[config.mk]
export PLATFORM = sky130hd
export DESIGN_NAME = mem_port_arbiter
export DESIGN_NICKNAME = d
export VERILOG_FILES = /design/src/rtl/mem_port_arbiter.sv
export SDC_FILE = /design/constraint.sdc
export NUM_CORES = 1
export LEC_CHECK = 0
export CORE_MARGIN = 2
export CORE_UTILIZATION = 34
export CTS_CLUSTER_DIAMETER = 120
export DETAILED_ROUTE_END_ITERATION = 6
export GPL_ROUTABILITY_DRIVEN = 0
export PLACE_DENSITY = 0.68
export SETUP_SLACK_MARGIN = 0.4
export SLEW_MARGIN = 25
export SYNTH_ARGS = -nofsm -noshare
export SYNTH_HDL_FRONTEND = slang
export SYNTH_SLANG_ARGS = --single-unit
export TNS_END_PERCENT = 100
[constraint.sdc]
create_clock -name clk -period 8.2 [get_ports clk]
set_clock_uncertainty 0.2 [all_clocks]
set_input_delay 1.64 -clock clk [delete_from_list [all_inputs] [get_ports clk]]
set_output_delay 1.64 -clock clk [all_outputs]
set_load 0.005 [all_outputs]
[src/rtl/mem_port_arbiter.sv]
// rtl/mem_port_arbiter.sv - round-robin arbiter sharing one memory port between fetch and data requesters
//
// Ports:
//   clk, reset                 rising-edge clock, asynchronous active-high reset
//   i_req/i_addr               fetch request (held until i_ack) and address
//   i_ack/i_rdata              one-cycle fetch completion pulse, registered fetched word
//   d_req/d_we/d_addr/d_wdata  data request (held until d_ack), store flag, address, store data
//   d_ack/d_rdata              one-cycle data completion pulse, registered load data
//   m_req/m_we/m_addr/m_wdata  memory request, held stable for the whole access
//   m_rdata/m_ready            memory read data and completion strobe
//   err                        one-cycle pulse alongside the ack when the access timed out
//   busy                       high whenever a transaction is in flight (ACCESS or RESP)
module mem_port_arbiter #(
    parameter int AW      = 32,
    parameter int DW      = 32,
    parameter int TIMEOUT = 15,
    parameter int TW      = 4
) (
    input  logic          clk,
    input  logic          reset,
    input  logic          i_req,
    input  logic [AW-1:0] i_addr,
    output logic          i_ack,
    output logic [DW-1:0] i_rdata,
    input  logic          d_req,
    input  logic          d_we,
    input  logic [AW-1:0] d_addr,
    input  logic [DW-1:0] d_wdata,
    output logic          d_ack,
    output logic [DW-1:0] d_rdata,
    output logic          m_req,
    output logic          m_we,
    output logic [AW-1:0] m_addr,
    output logic [DW-1:0] m_wdata,
    input  logic [DW-1:0] m_rdata,
    input  logic          m_ready,
    output logic          err,
    output logic          busy
);

    typedef enum logic [1:0] {IDLE, ACCESS, RESP} state_t;

    // Last wait-state count before the access is abandoned.
    localparam int            CNT_LAST_I = (TIMEOUT == 0) ? 0 : TIMEOUT - 1;
    localparam logic [TW-1:0] CNT_LAST   = CNT_LAST_I[TW-1:0];

    state_t          state_q;
    logic            owner_d_q;   // 1 = data requester owns the current access
    logic            last_d_q;    // 1 = data requester got the most recent grant
    logic [TW-1:0]   cnt_q;
    logic            i_ack_q, d_ack_q, err_q, busy_q, m_req_q, m_we_q;
    logic [AW-1:0]   m_addr_q;
    logic [DW-1:0]   m_wdata_q, i_rdata_q, d_rdata_q;

    // Grant decision: data wins only if fetch is idle or fetch won last time.
    logic pick_d_d;
    logic any_req_d;
    always_comb begin
        any_req_d = i_req | d_req;
        pick_d_d  = d_req & (~i_req | ~last_d_q);
    end

    always_ff @(posedge clk or posedge reset) begin
        if (reset) begin
            state_q   <= IDLE;
            owner_d_q <= 1'b0;
            last_d_q  <= 1'b1;
            cnt_q     <= '0;
            i_ack_q   <= 1'b0;
            d_ack_q   <= 1'b0;
            err_q     <= 1'b0;
            busy_q    <= 1'b0;
            m_req_q   <= 1'b0;
            m_we_q    <= 1'b0;
            m_addr_q  <= '0;
            m_wdata_q <= '0;
            i_rdata_q <= '0;
            d_rdata_q <= '0;
        end else begin
            i_ack_q <= 1'b0;
            d_ack_q <= 1'b0;
            err_q   <= 1'b0;
            case (state_q)
                IDLE: begin
                    if (any_req_d) begin
                        owner_d_q <= pick_d_d;
                        last_d_q  <= pick_d_d;
                        m_addr_q  <= pick_d_d ? d_addr : i_addr;
                        m_we_q    <= pick_d_d & d_we;
                        m_wdata_q <= pick_d_d ? d_wdata : '0;
                        m_req_q   <= 1'b1;
                        cnt_q     <= '0;
                        busy_q    <= 1'b1;
                        state_q   <= ACCESS;
                    end
                end
                ACCESS: begin
                    // m_ready takes priority over an expiring timeout.
                    if (m_ready) begin
                        if (!owner_d_q) begin
                            i_rdata_q <= m_rdata;
                        end else if (!m_we_q) begin
                            d_rdata_q <= m_rdata;
                        end
                        m_req_q <= 1'b0;
                        i_ack_q <= ~owner_d_q;
                        d_ack_q <= owner_d_q;
                        state_q <= RESP;
                    end else if (TIMEOUT != 0) begin
                        if (cnt_q == CNT_LAST) begin
                            m_req_q <= 1'b0;
                            i_ack_q <= ~owner_d_q;
                            d_ack_q <= owner_d_q;
                            err_q   <= 1'b1;
                            state_q <= RESP;
                        end else begin
                            cnt_q <= cnt_q + 1'b1;
                        end
                    end
                end
                RESP: begin
                    // Ack/err were registered on entry; return to IDLE so the
                    // next grant is evaluated one cycle later.
                    busy_q  <= 1'b0;
                    state_q <= IDLE;
                end
                default: begin
                    busy_q  <= 1'b0;
                    m_req_q <= 1'b0;
                    state_q <= IDLE;
                end
            endcase
        end
    end

    assign i_ack   = i_ack_q;
    assign d_ack   = d_ack_q;
    assign err     = err_q;
    assign busy    = busy_q;
    assign m_req   = m_req_q;
    assign m_we    = m_we_q;
    assign m_addr  = m_addr_q;
    assign m_wdata = m_wdata_q;
    assign i_rdata = i_rdata_q;
    assign d_rdata = d_rdata_q;

endmodule
# Word-level counts from Yosys, hierarchy flattened
# Index checks and enable logic that the tools add are counted.
# W data, S select, Z words.
[classes] addsub=1 n_eq_ne=7 n_mux=24 bitwise=10 reduce_logical=9
[op_table] operator="$mux W32" n=2
[op_table] operator="$mux W1" n=12
[op_table] operator="$mux W4" n=3
[op_table] operator="$pmux W4 S2" n=1
[op_table] operator="$reduce_and A4 Y1" n=2
[op_table] operator="$mux W2" n=3
[op_table] operator="$ne A2 B2 Y1 const B" n=3
[op_table] operator="$not A1 Y1" n=6
[op_table] operator="$reduce_and A2 Y1" n=3
[op_table] operator="$reduce_and A3 Y1" n=2
[op_table] operator="$add A4 B1 Y4 const B" n=1
[op_table] operator="$eq A4 B4 Y1 const B" n=1
[op_table] operator="$pmux W2 S2" n=1
[op_table] operator="$ne A3 B3 Y1 const B" n=1
[op_table] operator="$pmux W1 S3" n=1
[op_table] operator="$and A1 B1 Y1" n=2
[op_table] operator="$eq A2 B1 Y1 const B" n=1
[op_table] operator="$eq A2 B2 Y1 const B" n=1
[op_table] operator="$logic_not A2 Y1" n=1
[op_table] operator="$or A1 B1 Y1" n=2
[op_table] operator="$pmux W1 S2" n=1
[op_table] operator="$reduce_bool A2 Y1" n=1
[word_totals] output_inout_bits=134 register_bits=142 elab_cells=65 input_bits=134

# Longest topological paths before layout
[depth] ltp_word=4 ltp_mapped=6 ltp_nobuf=5

# Least setup slack after synthesis
# Ideal clock, no wire load.
[synth_path] path_type="in2reg" start="input port d_req" end="register m_addr_q[27], in the netlist m_addr[27]" required_time_ns=7.875 setup_time_ns=0.125 path_buffers=1 arrival_time_ns=2.656 cell_stages=4 path_slack_ns=5.219 cell_sequence="a21boi_4 -> buf_2 -> mux2_2 -> mux2_2"
[synth_via] elab_chain_cells=2 word_cells_on_any_way=4 classes_between="1 x mux; 2 x bitwise; 1 x reduce/logical"
[synth_rtl] element="start: declaration" line_no="25" text="input logic d_req,"
[synth_rtl] element="$and A1 B1 Y1 or $or A1 B1 Y1 (tied branches)" line_no="60, 59"
[synth_rtl] element="$mux W32 or $reduce_and A2 Y1 (tied branches)"
[synth_rtl] element="end signal: assignment" line_no="88" text="m_addr_q <= pick_d_d ? d_addr : i_addr;"
[synth_rtl] element="end: declaration" line_no="52" text="logic [AW-1:0] m_addr_q;"
# Parallel ways exist; a longest one is shown, timed or not.
# A chain may end at the register's enable or synchronous reset.

# Final worst setup path
[layout_path] start="input port i_req" end="register cnt_q[0]"
[layout_via] elab_chain_cells=3
[layout_rtl] element="start: declaration" line_no="21" text="input logic i_req,"
[layout_rtl] element="$or A1 B1 Y1" line_no="59" text="any_req_d = i_req | d_req;"
[layout_rtl] element="$ne A2 B2 Y1 (no line)"
[layout_rtl] element="$reduce_and A4 Y1 (no line)"
[layout_rtl] element="end signal: assignment" line_no="117" text="cnt_q <= cnt_q + 1'b1;"
[layout_rtl] element="end: declaration" line_no="50" text="logic [TW-1:0] cnt_q;"
# No other way between the ends.

==> results.env <==
OUTCOME='finished clean'
NUM_ROWS=47
SYN_AREA_PER_CELL_SQ_UM=15.9
DIE_WIDTH_UM=135
POWER_FRAC_CLOCK=0.240
FINAL.PERIOD_UTILIZATION=0.409
POSTSYNTHREGISTERBITS=142
RR_ENDPOINT='i_rdata[29]$_DFFE_PP0P_'
NUMBER_OF_DISTINCT_LIBRARY_CELL_VARIANTS_IN_THE_GATE_LEVEL_NETLIST_AFTER_SYNTHESIS=39
CRIT_TYPE='in2reg'
TIMING.CRITICAL_PATH.MAX_DELAY_FAMILY='simple AND/OR/NAND/NOR gates'
DRIVE_ABOVE_1_SHARE=0.265
DIE-HEIGHT_UM=135
WORST_HOLD_PATH_TYPE='reg2reg'
FF2FF_PATH_DEPTH=4
R2R_SETUP_SLACK_NS=6.04
FINAL.SETUP.TNS_NS=0
SYNTH-COMPOUND-AREA-SHARE=0.0718
CTS_HOLD_BUFFERS=0
POSTSYNTHCELLCOUNT=367
POWER_FRAC_COMB=0.401
LARGEST_FAMILY_OF_LOGIC_CELLS_BY_SYNTHESIZED_AREA='multiplexers'
WORST_PATH_MAX_DELAY_CELL='or3_2'
SYNTH_XOR_XNOR_AREA_SHARE=0
GRT_SETUP_UNREPAIRED='no'
CLOCK_LATENCY_NS=0.41
SYNTHESIS.YOSYS.WARNINGS=0
POSTROUTEANTENNANETS=0
P_INT_uW=2540
DR_TOTAL_VIAS=4130
DRT_ITER0_DRC=125
PLACED_CELL_AREA_SQ_MM=0.00863
CRITPATHARRIVALTIME_NS=3.45
CTS_TREE='yes'
POST-ROUTE-CELL-AREA_SQ_MM=0.00930
SYNTH_NETS=503
INITIAL_CORE_UTIL=0.350
DETAIL_ROUTE.VIAS_PER_CELL=4.76
DIE_AREA_SQ_MM=0.0182
FF_LATCH_AREA_SQ_MM=0.00355
SYNTH-SEQ-AREA-SHARE=0.611
GRTUSAGETOTAL=0.164
SYNTH_TOP_FLOP_CELL='dfrtp_1'
POWER_SWITCHING_SHARE=0.269
POST_CTS_RESIZED=0
POWERDENSITY_mW_PER_MM2=374
LAYOUT.CELLS.MOST_COMMON='clkdlybuf4s50_1'
REG_POWER_FRAC=0.359
PERIOD_MINUS_SLACK_NS=3.36
YOSYS-MUX-AREA-FRACTION=0.251
MULTIINPUTGATEAREA_SQ_MM=0.00207
GRT_PASS1_WL_MM=23.1
WORST_EP_REQUIRED_TIME_NS=8.30
AREA_GROWTH_PCT=59.8
GRT-OVFL-TOTAL=0
POST_SYNTH_INSTANCE_AREA_SQ_MM=0.00582
YS_TOP_CELLS_BY_AREA='dfrtp_1, mux2_2, a22o_1, buf_6, buf_2'
HIGHEST_COUNT_CELLS_IN_THE_LAYOUT_IGNORING_FILL_AND_TAPS='clkdlybuf4s50_1, dfrtp_1, mux2_2'
POST_DRT_WL_PER_CELL_UM=16.8
YOSYS.AREA.TOP_TYPE_SHARE=0.606
CRITICAL_PATH_BUF_INV_COUNT=1
ROOT_BUFFER_MASTER='clkbuf_16'
ROUTE.FINAL.WIRE_LENGTH_MM=14.6
SLEW_VIOL_FINAL=0
CP_MAX_FO=40
WORST_SLEW_PIN_SLEW_NS=0.765
TIMING.SLEW.HEADROOM=0.490
DPL_WORST_SLACK_NS=4.00
DRT_PASS1_ITERATIONS=4
STARTPOINT_TYPE='input pin'
CP_SLOWEST_STAGE_DELAY_NS=0.76
ANTENNA_VIOLATIONS_BEFORE_REPAIR=0
NUMPORTBUFFERS=267
MAX_CLOCK_FREQ_MHz=298
TOTAL_LEAKAGE_POWER_uW=0.00387
PIN_COUNT=268
WORST_SETUP_HOLD_PATH_CLK_SLEW_NS=0.06
ANTENNA_CELLS_INSERTED=0
CRITPATHCAPTURE='cnt_q[0]$_DFFE_PP0P_'
SYNTH_FA_HA_AREA_FRAC=0.00430
TIMING.RR.START='state_q[0]$_DFFE_PP0P_'
DETAILED_PLACE_HPWL_MM=10.6
FP.COREAREA_SQ_MM=0.0166
DRT_DRC_VIOLATIONS_LEFT=0
MAX_ROOT_SINK_BUFFERS=2
CTS_SETUP_BUFFERS=0
N_FILL_CELL=1363
FIRST_GLOBAL_VIAS=4418
FINALWORSTSETUPSLACK_NS=4.84
HOLD_VIOL_FINAL=0
CTS_NUM_SINKS=142
WORST_IR_DROP_VDD_uV=184
NETS=771
SETUP_VIOL=0
PATH_CELLS='clkdlybuf4s50_1 > nor2_2 > or3_2 > a32o_1'
EDFF_COUNT_SYNTH=0
MAX-CAP-VIOLATIONS=0
SIMPLE_GATE_PORTION_OF_THE_SYNTHESIZED_AREA=0.0273
END_KIND='register'
WORSTSETUPPATHDEPTH=4
WORST_SETUP_PATH_STARTPOINT='i_req'
CTSHTREEMAXLEVEL=4
POWER.NET_SWITCHING_uW=934
POSTSYNTH.ASYNCRESETSHARE=1.00
POST-SYNTH-TOP-AREA-CELL='dfrtp_1'
TRITONCTS.NUM_BUFFERS=17
MAXIMUM_NUMBER_OF_PINS_ON_ONE_NET_BEFORE_GLOBAL_ROUTE_REPAIR=87
sequential cells by signal, summed over array words and instances, names as in the netlist:
signal and flops:
m_we 1, d_rdata 32, m_wdata 32, d_ack 1, err 1, busy 1
i_ack 1, cnt_q 4, owner_d_q 1, state_q 2, last_d_q 1, m_addr 32
i_rdata 32, m_req 1
how the worst min path moves through the flow:
| stage | start | endpoint | depth (start not counted) |
|---|---|---|---|
| after floorplan | d_rdata[13]$_DFFE_PP0P_ | d_rdata[13]$_DFFE_PP0P_ | 1 |
| after global routing | i_rdata[11]$_DFFE_PP0P_ | i_rdata[11]$_DFFE_PP0P_ | 1 |
| final | d_rdata[13]$_DFFE_PP0P_ | d_rdata[13]$_DFFE_PP0P_ | 1 |
| after CTS | d_rdata[13]$_DFFE_PP0P_ | d_rdata[13]$_DFFE_PP0P_ | 1 |
| after global placement | d_rdata[13]$_DFFE_PP0P_ | d_rdata[13]$_DFFE_PP0P_ | 1 |
| after detailed placement | d_rdata[13]$_DFFE_PP0P_ | d_rdata[13]$_DFFE_PP0P_ | 1 |
kinds of logic (layout without fill, tap and decap cells):
kind of cell,Yosys count,after routing
AND/OR/NAND/NOR,17,17
buffers and inverters,28,309
flip-flops,142,142
multiplexers,130,130
AO/OA/AOI/OAI,48,48
adder cells (fa/ha/maj),2,2
through the flow:
| stage | cells | util | total power, uW | hold slack (ns) |
|---|---|---|---|---|
| 2_1_floorplan | 367 | - | 1820 | 0.283 |
| 3_3_place_gp | 835 | 0.518 | 2630 | 0.272 |
| 3_5_place_dp | 835 | 0.518 | 2670 | 0.286 |
| 4_1_cts | 867 | 0.557 | 3530 | 0.299 |
| 5_1_grt | 868 | 0.559 | 3680 | 0.311 |
| 6_report | 868 | 0.559 | 3480 | 0.288 |
Yosys cell counts (2+ instances only):
master	n
mux2_1	3
a21boi_0	3
a22o_1	33
buf_2	12
dfrtp_1	141
inv_1	4
nand3_1	2
a21o_1	2
buf_6	11
ha_1	2
mux2_2	126
per-layer routing:
layer	track usage	up-vias	wire, um
met2	0.279	186	7360
met1	0.193	2029	5690
met4	0.0725	0	362
met3	0.0488	29	1190
li1	-	1886	-
met5	0	-	0
power by group through the flow:
stage,Clock [uW],Combinational [uW],Sequential (uW)
6_report,836,1390,1250
5_1_grt,893,1490,1300
4_1_cts,857,1410,1250
3_5_place_dp,0,1410,1250
3_3_place_gp,0,1380,1250
2_1_floorplan,0,566,1250
layout make-up:
type / count / share of cell area
multi-input cells: 197 / 0.222
flip-flops and latches: 142 / 0.382
repair buffers: 273 / 0.295
well taps: 220 / 0.0296
inverters: 4 / 0.00215
clock buffers: 19 / 0.0465
clock inverters: 13 / 0.0229
Power figures use the tool's default switching activity.
